File: src/rtl/host_fifo_pkg.sv
// Shared definitions for the host FIFO word, used by the writer and the host-side reader.
package host_fifo_pkg;

    localparam int unsigned DATA_W = 64;
    localparam int unsigned LEN_W  = 3;
    localparam int unsigned BUF_W  = 8;
    localparam int unsigned CNT_W  = 16;
    localparam int unsigned FIFO_W = BUF_W + LEN_W + 2 + DATA_W;

    localparam int unsigned DATA_LSB = 0;
    localparam int unsigned EOP_BIT  = DATA_W;
    localparam int unsigned SOP_BIT  = DATA_W + 1;
    localparam int unsigned LEN_LSB  = DATA_W + 2;
    localparam int unsigned BUF_LSB  = DATA_W + 2 + LEN_W;

    typedef struct packed {
        logic [BUF_W-1:0]  buffer;
        logic [LEN_W-1:0]  length;
        logic              sop;
        logic              eop;
        logic [DATA_W-1:0] data;
    } host_fifo_word_t;

    typedef enum logic [0:0] {IDLE, IN_PKT} framer_state_e;

    function automatic logic [CNT_W-1:0] sat_inc(input logic [CNT_W-1:0] v);
        return (&v) ? v : v + CNT_W'(1);
    endfunction

endpackage

File: src/rtl/host_fifo_writer_if.sv
// Beat-in / FIFO-write bundle between the packet parser, the writer and the host FIFO.
interface host_fifo_writer_if;
    import host_fifo_pkg::*;

    logic              in_valid;
    logic              in_ready;
    logic [DATA_W-1:0] in_data;
    logic              in_sop;
    logic              in_eop;
    logic [LEN_W-1:0]  in_length;
    logic              fifo_full;
    logic              wr_en;
    logic [FIFO_W-1:0] fifo_data;

    modport master (
        output in_valid, in_data, in_sop, in_eop, in_length, fifo_full,
        input  in_ready, wr_en, fifo_data
    );

    modport slave (
        input  in_valid, in_data, in_sop, in_eop, in_length, fifo_full,
        output in_ready, wr_en, fifo_data
    );

endinterface

File: src/rtl/fifo_skid_reg.sv
// Two-entry register stage (OUT + SKID) with registered upstream ready; order preserving.
module fifo_skid_reg #(
    parameter int unsigned Width = 8
) (
    input  logic             clk_i,
    input  logic             rst_i,
    input  logic             in_valid_i,
    input  logic [Width-1:0] in_data_i,
    output logic             in_ready_o,
    input  logic             out_ready_i,
    output logic             out_valid_o,
    output logic [Width-1:0] out_data_o
);

    logic             out_valid_q, out_valid_d;
    logic [Width-1:0] out_data_q, out_data_d;
    logic             skid_valid_q, skid_valid_d;
    logic [Width-1:0] skid_data_q, skid_data_d;
    logic             in_ready_q, in_ready_d;
    logic             drain, push;

    always_comb begin
        drain        = out_valid_q && out_ready_i;
        push         = in_valid_i && in_ready_q;
        out_valid_d  = out_valid_q;
        out_data_d   = out_data_q;
        skid_valid_d = skid_valid_q;
        skid_data_d  = skid_data_q;
        if (!out_valid_q || drain) begin
            if (skid_valid_q) begin
                out_valid_d  = 1'b1;
                out_data_d   = skid_data_q;
                skid_valid_d = push;
                if (push) skid_data_d = in_data_i;
            end else begin
                out_valid_d = push;
                if (push) out_data_d = in_data_i;
            end
        end else if (push) begin
            skid_valid_d = 1'b1;
            skid_data_d  = in_data_i;
        end
        in_ready_d = !skid_valid_d;
    end

    always_ff @(posedge clk_i) begin
        if (rst_i) begin
            out_valid_q  <= 1'b0;
            out_data_q   <= '0;
            skid_valid_q <= 1'b0;
            skid_data_q  <= '0;
            in_ready_q   <= 1'b0;
        end else begin
            out_valid_q  <= out_valid_d;
            out_data_q   <= out_data_d;
            skid_valid_q <= skid_valid_d;
            skid_data_q  <= skid_data_d;
            in_ready_q   <= in_ready_d;
        end
    end

    assign in_ready_o  = in_ready_q;
    assign out_valid_o = out_valid_q;
    assign out_data_o  = out_data_q;

endmodule

File: src/rtl/host_fifo_writer.sv
// Host FIFO write side: frames parser beats, stamps buffer ids, packs words and counts events.
module host_fifo_writer
    import host_fifo_pkg::*;
(
    input  logic             clk_net,
    input  logic             rst,
    host_fifo_writer_if.slave bus,
    output logic             in_packet,
    output logic [CNT_W-1:0] pkt_count,
    output logic [CNT_W-1:0] err_count
);

    framer_state_e    state_q, state_d;
    logic [BUF_W-1:0] next_id_q, next_id_d;
    logic [BUF_W-1:0] cur_id_q, cur_id_d;
    logic [CNT_W-1:0] pkt_q, pkt_d;
    logic [CNT_W-1:0] err_q, err_d;
    logic             ready, accept, push, out_ready, out_valid;
    host_fifo_word_t  word;
    logic [FIFO_W-1:0] out_data;

    assign accept    = bus.in_valid && ready;
    assign out_ready = !bus.fifo_full;

    always_comb begin
        state_d     = state_q;
        next_id_d   = next_id_q;
        cur_id_d    = cur_id_q;
        pkt_d       = pkt_q;
        err_d       = err_q;
        push        = 1'b0;
        word.buffer = cur_id_q;
        word.length = bus.in_eop ? bus.in_length : '0;
        word.sop    = bus.in_sop;
        word.eop    = bus.in_eop;
        word.data   = bus.in_data;
        if (accept) begin
            if (bus.in_sop) begin
                // A sop inside a packet abandons the old one and opens a fresh id.
                if (state_q == IN_PKT) err_d = sat_inc(err_q);
                word.buffer = next_id_q;
                cur_id_d    = next_id_q;
                next_id_d   = next_id_q + BUF_W'(1);
                push        = 1'b1;
                state_d     = bus.in_eop ? IDLE : IN_PKT;
                if (bus.in_eop) pkt_d = sat_inc(pkt_q);
            end else if (state_q == IDLE) begin
                err_d = sat_inc(err_q);
            end else begin
                push = 1'b1;
                if (bus.in_eop) begin
                    state_d = IDLE;
                    pkt_d   = sat_inc(pkt_q);
                end
            end
        end
    end

    always_ff @(posedge clk_net) begin
        if (rst) begin
            state_q   <= IDLE;
            next_id_q <= '0;
            cur_id_q  <= '0;
            pkt_q     <= '0;
            err_q     <= '0;
        end else begin
            state_q   <= state_d;
            next_id_q <= next_id_d;
            cur_id_q  <= cur_id_d;
            pkt_q     <= pkt_d;
            err_q     <= err_d;
        end
    end

    fifo_skid_reg #(
        .Width(FIFO_W)
    ) u_skid (
        .clk_i      (clk_net),
        .rst_i      (rst),
        .in_valid_i (push),
        .in_data_i  (word),
        .in_ready_o (ready),
        .out_ready_i(out_ready),
        .out_valid_o(out_valid),
        .out_data_o (out_data)
    );

    assign bus.in_ready  = ready;
    assign bus.wr_en     = out_valid && out_ready;
    assign bus.fifo_data = out_data;
    assign in_packet     = (state_q == IN_PKT);
    assign pkt_count     = pkt_q;
    assign err_count     = err_q;

endmodule

File: src/flat_wrapper.sv
// flat-port wrapper written by rule: the top's interface ports become plain ports
module host_fifo_writer_flat import host_fifo_pkg::*;
  (clk_net, rst, in_packet, pkt_count, err_count, bus_in_valid, bus_in_data, bus_in_sop, bus_in_eop, bus_in_length, bus_fifo_full, bus_in_ready, bus_wr_en, bus_fifo_data);
  host_fifo_writer_if bus_i ();
  input  logic clk_net;
  input  logic rst;
  output logic in_packet;
  output logic [CNT_W-1:0] pkt_count;
  output logic [CNT_W-1:0] err_count;
  input wire logic [$bits(bus_i.in_valid)-1:0] bus_in_valid;
  input wire logic [$bits(bus_i.in_data)-1:0] bus_in_data;
  input wire logic [$bits(bus_i.in_sop)-1:0] bus_in_sop;
  input wire logic [$bits(bus_i.in_eop)-1:0] bus_in_eop;
  input wire logic [$bits(bus_i.in_length)-1:0] bus_in_length;
  input wire logic [$bits(bus_i.fifo_full)-1:0] bus_fifo_full;
  output wire logic [$bits(bus_i.in_ready)-1:0] bus_in_ready;
  output wire logic [$bits(bus_i.wr_en)-1:0] bus_wr_en;
  output wire logic [$bits(bus_i.fifo_data)-1:0] bus_fifo_data;
  assign bus_i.in_valid = bus_in_valid;
  assign bus_i.in_data = bus_in_data;
  assign bus_i.in_sop = bus_in_sop;
  assign bus_i.in_eop = bus_in_eop;
  assign bus_i.in_length = bus_in_length;
  assign bus_i.fifo_full = bus_fifo_full;
  assign bus_in_ready = bus_i.in_ready;
  assign bus_wr_en = bus_i.wr_en;
  assign bus_fifo_data = bus_i.fifo_data;
  host_fifo_writer u_core (.clk_net(clk_net), .rst(rst), .bus(bus_i), .in_packet(in_packet), .pkt_count(pkt_count), .err_count(err_count));
endmodule
File: config.mk
export PLATFORM = sky130hd
export DESIGN_NAME = host_fifo_writer_flat
export DESIGN_NICKNAME = d
export VERILOG_FILES = /design/src/rtl/host_fifo_pkg.sv /design/src/rtl/host_fifo_writer_if.sv /design/src/rtl/fifo_skid_reg.sv /design/src/rtl/host_fifo_writer.sv /design/src/flat_wrapper.sv
export SDC_FILE = /design/constraint.sdc
export NUM_CORES = 1
export LEC_CHECK = 0
export CAP_MARGIN = 20
export CORE_MARGIN = 10
export CORE_UTILIZATION = 52
export DETAILED_ROUTE_END_ITERATION = 7
export GPL_TIMING_DRIVEN = 0
export PLACE_DENSITY_LB_ADDON = 0.1
export SKIP_LAST_GASP = 1
export SLEW_MARGIN = 20
export SYNTH_ARGS = -nofsm -noshare
export SYNTH_HDL_FRONTEND = slang
export SYNTH_HIERARCHICAL = 1
export SYNTH_SLANG_ARGS = --single-unit
File: constraint.sdc
create_clock -name clk_net -period 2.2 [get_ports clk_net]
set_input_delay 0.44 -clock clk_net [delete_from_list [all_inputs] [get_ports clk_net]]
set_output_delay 0.44 -clock clk_net [all_outputs]
set_load 0.02 [all_outputs]
==> results.yml, run 1 <==
run_status:
  status: "finished with violations"
  violations: "setup timing"
logic_synthesis:
  synth-seq-cells: 206
  synth-edff-count: 0
  synth.avg_cell_area_um2: 9.71
  synth.net_count: 1064
  synth_ff_type: "dfxtp_1"
  synth_common_cells: "206 x dfxtp_1, 156 x nand2b_1, 155 x mux2i_1, 104 x a21oi_1, 47 x a211oi_1"
  ys_async_sr_fraction_pct: 0
  yosysWarnings: 6
  synth_top_area_share_pct: 43.0
  syn_area_um2: 9600
  yosys.cell_count.top_type: "dfxtp_1"
  synth_largest_area_cell: "dfxtp_1"
  yosys-top-cells-area: "dfxtp_1 43%, mux2i_1 16%, nand2b_1 10%"
  netlist_instances: 988
  seq_area_frac_synth_pct: 43.0
  synth_cell_type_count: 52
pwr:
  p_int_uw: 6410
  pwr_density_cell_nw_per_um2: 668
  p_leak_uw: 0.00408
  peakVddDrop_mv: 0.582
  p_sw_share_pct: 23.1
  pwr-share-clk_pct: 44.7
  p_comb_share_pct: 9.3
  p_total_uw: 8340
  seqPwrFrac_pct: 46.0
  switchingPower_uw: 1930
timing:
  layout_setup_ws_ns: -0.0117
  hold_viol: 0
  report.final.slew_viol_count: 0
  slew_headroom_pct: 48.1
  period_minus_slack_ns: 2.21
  setup_viol: 1
  grt_setup_unrepaired: "no"
  finClkSkew_ns: 0.00821
  fmax_mhz: 452
  min_period_over_period_pct: 101
  tightest_slew_ns: 0.779
setup_path:
  cpMostUsedCell: "clkdlybuf4s50_1"
  crit_fanout: 2
  crit_buf_inv: 2
  r2r_start: "u_core/err_count[0]$_SDFFE_PP0P_"
  critPathRequiredTime_ns: 1.76
  path_cells: "clkdlybuf4s50_1, nor2b_1, clkdlybuf4s50_1"
  worst_setup_path_end_kind: "output port"
  cp.arrival_ns: 1.77
  cpMaxStageDelayCell: "clkdlybuf4s50_1"
  cp-startpoint: "bus_fifo_full"
  cpPeakStageDelay_ns: 0.64
  worst-setup-path-type: "primary input to output port"
  setup.worst_path.start_class: "primary input"
  path_delay_family: "buffers and inverters"
detailed_routing:
  drt-initial-drc-count: 357
  remaining_drc_errors: 0
  wl_um: 26200
  via_per_inst: 5.53
  wl_per_cell_um: 18.2
  ant_nets: 0
  drt_pass1_iterations: 4
  num_vias: 7963
clocking:
  cts-root-buf: "clkbuf_16"
  worstSkewPairLatency_ns: 0.50
  clk_pin_slew_ns: 0.06
  cts-hold-fix-buffers: 0
  cts_tree: "yes"
  clockBufferDepth: 3
  cts_buffers: 22
  clock_sinks: 206
  htreeDepth: 1
grt:
  antenna_found_initial: 0
  grt_pass1_wl_um: 42600
  grt_max_degree: 15
  first_global_vias: 7957
  grtUsageTotal_pct: 21.0
  grt-ovfl-total: 0
run:
  drv_cap: 0
floorplanning:
  num_rows: 49
  ios: 185
  initial_core_util_pct: 53.1
  die_x_um: 156
  die_area_um2: 24300
  die_height_um: 156
  core_area_um2: 18100
placement:
  dp_slack_ns: -0.695
  io_buffers: 183
  dp.cells: 1400
  hpwl_um: 18500
  gp_congestion: 0.838
min_path:
  hp-start: "rst"
  hold_path.class: "primary input to register"
finish:
  areaGrowthSynthToFinish_pct: 30.2
  n_antenna_cell: 0
  layout-drive-gt1-share_pct: 10.6
  seqCellArea_um2: 4130
  multi_input_area_um2: 5060
  fin_cells: 1440
  finalNetCount: 1274
  nFillCells: 1505
==> repair_timing <==
action                                  CTS  global route
buffers inserted                          0             3
gates resized for setup                   5             9
endpoints found under the setup margin   25           103
pin swaps                                 0             1
==> worst register-to-register path, cell delays in order, from the launching register on <==
cell	delay (ns)
dfxtp_1	0.42
ha_1	0.24
nand3_1	0.19
or4b_4	0.57
or4_1	0.48
a21oi_1	0.14
==> power by group through the flow <==
stage          Clock, µW  Sequential, µW  Combinational (µW)
3_5_place_dp           0            3920                 773
6_report            3730            3840                 776
2_1_floorplan          0            3980                 330
5_1_grt             3960            3840                 840
4_1_cts             3790            3840                 779
3_3_place_gp           0            3920                 765
==> layout make-up <==
class                      count  share of cell area (%)
multi-input combinational    695                    40.5
clock buffer                  29                    5.03
tap                          229                    2.29
buffer                        83                    3.36
sequential                   206                    33.0
inverter                       4                   0.120
timing repair buffer         186                    14.9
clock inverter                 8                   0.791
==> cell usage in the layout, fill, tap and decap left out, drive strengths merged, types with 13 or more instances in the layout <==
cell type	Yosys	final
dfxtp	206	206
clkdlybuf4s50	0	180
nand2b	156	156
mux2i	155	155
a21oi	104	104
a211oi	77	77
clkbuf	46	74
buf	37	41
nand2	37	37
nor2	20	20
nand3	16	16
o21ai	13	13
o31ai	13	13
==> flip-flops by register name, summed over array words and instances (netlist names) <==
| name | cells |
|---|---|
| u_core/u_skid/out_data_o | 77 |
| u_core/u_skid/skid_data_q | 77 |
| u_core/err_count | 16 |
| u_core/pkt_count | 16 |
| u_core/cur_id_q | 8 |
| u_core/next_id_q | 8 |
| u_core/in_packet | 1 |
| u_core/u_skid/in_ready_o | 1 |
| u_core/u_skid/out_valid_o | 1 |
| u_core/u_skid/skid_valid_q | 1 |
==> cells by family (layout without fill, tap and decap cells) <==
logic type / after synthesis / count (layout) / synth area share, %
flip-flops: 206 / 206 / 43.0
adder cells (fa/ha/maj): 3 / 3 / 0.391
buffers and inverters: 87 / 310 / 4.47
AND/OR/NAND/NOR: 308 / 308 / 19.0
XOR/XNOR: 8 / 8 / 0.809
multiplexers: 158 / 158 / 16.5
AO/OA/AOI/OAI: 218 / 218 / 15.8
==> per-stage QoR <==
stage          hold slack [ns]  area (µm²)  util [%]  TNS (ns)
5_1_grt                  0.407       12500      69.1         0
6_report                 0.375       12500      69.1   -0.0117
3_3_place_gp             0.458       11700      64.8    -61.05
4_1_cts                  0.367       12500      68.8   -0.0207
2_1_floorplan            0.448        9600         -         0
3_5_place_dp             0.464       11700      64.8    -65.28
==> path summary, 6_finish.rpt <==
kind | end | slack [ns] | cells after the start
min reg2reg | u_core/u_skid/skid_data_q[8]$_SDFFE_PP0P_ | 0.47 | 2
max reg2reg | u_core/err_count[10]$_SDFFE_PP0P_ | 0.09 | 5
max | bus_wr_en | -0.01 | 3
min | u_core/pkt_count[5]$_SDFFE_PP0P_ | 0.37 | 3
==> routing by layer <==
| layer | GRT usage, % | up-vias | wire length [µm] |
|---|---|---|---|
| met5 | 0 | - | 0 |
| met4 | 4.23 | 0 | 379 |
| met3 | 4.36 | 30 | 1380 |
| met2 | 34.2 | 185 | 12200 |
| met1 | 28.1 | 3789 | 12200 |
| li1 | - | 3959 | - |
Power figures use the tool's default switching activity.
==> run 2: changes to the inputs <==
--- a/config.mk
+++ b/config.mk
@@ -6,6 +6,7 @@
 export NUM_CORES = 1
 export LEC_CHECK = 0
 export CAP_MARGIN = 20
+export CORE_ASPECT_RATIO = 1.5
 export CORE_MARGIN = 10
 export CORE_UTILIZATION = 52
 export DETAILED_ROUTE_END_ITERATION = 7
==> run 2 against run 1 <==
Net effect:
- cell area shrank 0.99%
- routed wire length grew 0.44%
- flip-flop and latch count is the same
- the flow now finishes without violations
- fmax grew 5.3%
- core utilization shrank 0.42 points
- first-iteration DRC count grew 22%
- register-to-register slack gained 0.07 ns
- critical path type is now register to output port
- cell count shrank 1.3%
- worst setup slack gained 0.11 ns
- highest routed layer unchanged
- count of clock-buffer cells in the layout shrank 2
==> results.yml, run 2 (same netlist as run 1, synthesis figures left out) <==
min_path:
  hold_path.class: "primary input to register"
run:
  drv_cap: 0
grt:
  antenna_found_initial: 0
  grt_pass1_wl_um: 42200
  grt_max_degree: 14
  grt-ovfl-total: 0
  grtUsageTotal_pct: 20.8
  first_global_vias: 8285
timing:
  fmax_mhz: 476
  hold_viol: 0
  tightest_slew_ns: 0.770
  setup_viol: 0
  fin_tns_setup_ns: 0
  finClkSkew_ns: 0.00603
  min_period_over_period_pct: 95.5
  period_minus_slack_ns: 2.10
  slew_headroom_pct: 48.7
  grt_setup_unrepaired: "no"
  report.final.slew_viol_count: 0
clocking:
  htreeDepth: 1
  cts_buffers: 21
  clockBufferDepth: 3
  clock_sinks: 206
  cts-hold-fix-buffers: 0
  cts_tree: "yes"
  cts-root-buf: "clkbuf_16"
  worstSkewPairLatency_ns: 0.49
  clk_pin_slew_ns: 0.06
pwr:
  p_total_uw: 7960
  pwr_density_cell_nw_per_um2: 643
  p_leak_uw: 0.00403
  peakVddDrop_mv: 0.508
run_status:
  status: "finished clean"
floorplanning:
  die_x_um: 131
  core_area_um2: 18000
  num_rows: 60
  initial_core_util_pct: 53.3
  die_height_um: 186
  ios: 185
  die_area_um2: 24400
setup_path:
  crit_buf_inv: 1
  critPathRequiredTime_ns: 1.76
  setup.worst_path.end: "in_packet"
  cp.arrival_ns: 1.66
  worst_setup_path_end_kind: "output port"
  cp.depth: 1
  cpPeakStageDelay_ns: 0.68
  ff2ff_setup_slack_ns: 0.16
  path_delay_family: "buffers and inverters"
  ff2ff_path_depth: 9
  crit_fanout: 6
  r2r_start: "u_core/in_packet$_SDFFE_PP0P_"
  cp-startpoint: "u_core/in_packet$_SDFFE_PP0P_"
  worst-setup-path-type: "register to output port"
  r2r-end: "u_core/u_skid/out_data_o[39]$_SDFFE_PP0P_"
  cpMaxStageDelayCell: "clkdlybuf4s50_1"
  path_cells: "clkdlybuf4s50_1"
  setup.worst_path.start_class: "register"
detailed_routing:
  via_per_inst: 5.63
  wl_um: 26300
  num_vias: 8000
  wl_per_cell_um: 18.5
  drt_pass1_iterations: 5
  ant_nets: 0
  drt-initial-drc-count: 437
  remaining_drc_errors: 0
finish:
  nFillCells: 1488
  finalInstanceArea_um2: 12400
  finalNetCount: 1273
  layout-drive-gt1-share_pct: 10.1
  final_common_cell: "dfxtp_1"
  n_antenna_cell: 0
  final_cell_mix: "204 x dfxtp_1, 180 x clkdlybuf4s50_1, 156 x nand2b_1, 155 x mux2i_1, 104 x a21oi_1"
  areaGrowthSynthToFinish_pct: 28.9
placement:
  gp_congestion: 0.812
  io_buffers: 183
  hpwl_um: 19000
  place_area_um2: 11700
[run 2: layout make-up]
class,instances,area (µm²),share of cell area [%]
sequential,206,4130,33.4
tap,217,272,2.20
timing repair buffer,186,1860,15.0
clock buffer,27,578,4.67
multi-input combinational,695,5060,40.9
clock inverter,3,40.0,0.324
buffer,83,420,3.40
inverter,4,15.0,0.121
[run 2: layer usage]
metal | part of all wire, % | routed length (µm) | track usage [%]
met1 | 41 | 10800 | 23.7
met2 | 52 | 13600 | 38.0
met3 | 5.7 | 1510 | 3.66
met4 | 1.6 | 421 | 5.58
met5 | 0 | 0 | 0
[run 2: how the worst min path moves through the flow]
stage / start / end / slack [ns] / cells after the start
3_5_place_dp: u_core/u_skid/skid_data_q[37]$_SDFFE_PP0P_ / u_core/u_skid/skid_data_q[37]$_SDFFE_PP0P_ / 0.46 / 2
3_3_place_gp: u_core/u_skid/skid_data_q[15]$_SDFFE_PP0P_ / u_core/u_skid/skid_data_q[15]$_SDFFE_PP0P_ / 0.46 / 2
6_report: bus_in_sop / u_core/u_skid/skid_data_q[65]$_SDFFE_PP0P_ / 0.42 / 3
5_1_grt: bus_in_sop / u_core/u_skid/skid_data_q[65]$_SDFFE_PP0P_ / 0.46 / 3
2_1_floorplan: u_core/u_skid/skid_data_q[0]$_SDFFE_PP0P_ / u_core/u_skid/skid_data_q[0]$_SDFFE_PP0P_ / 0.45 / 2
4_1_cts: rst / u_core/pkt_count[5]$_SDFFE_PP0P_ / 0.43 / 3
[run 2: tightest hold or removal path, delay by kind of cell]
family | cells | cell delay, ns
mux | 1 | 0.06
buf+inv | 1 | 0.23
simple gates | 1 | 0.12
[run 2: per-stage QoR]
stage	cells	setup WS, ns	hold WS (ns)	utilization (%)
after floorplan	988	0.196	0.448	-
after global placement	1388	-0.723	0.457	64.9
after detailed placement	1388	-0.731	0.464	64.9
after CTS	1418	-0.0100	0.432	68.4
after global routing	1421	0.000780	0.458	68.7
final	1421	0.100	0.418	68.7
[run 2: timing repair]
item	in CTS	in global routing
pin swaps	0	1
endpoints found under the setup margin	72	95
gates cloned	0	0
setup buffers	0	3
gates resized for setup	8	7
[run 2: power by group]
part           total, µW  switching, µW  leakage [µW]  internal [µW]
Combinational        782            400       0.00206            382
Clock               3340           1400      0.000306           1940
Sequential          3840           43.9       0.00167           3790
Total               7960           1840       0.00403           6120
==> run 3: changes to the inputs <==
--- a/config.mk
+++ b/config.mk
@@ -10,6 +10,7 @@
 export CORE_MARGIN = 10
 export CORE_UTILIZATION = 52
 export DETAILED_ROUTE_END_ITERATION = 7
+export GPL_ROUTABILITY_DRIVEN = 0
 export GPL_TIMING_DRIVEN = 0
 export PLACE_DENSITY_LB_ADDON = 0.1
 export SKIP_LAST_GASP = 1
==> results of run 3 <==
Final layout, timing and power as in run 2 (identical DEF).
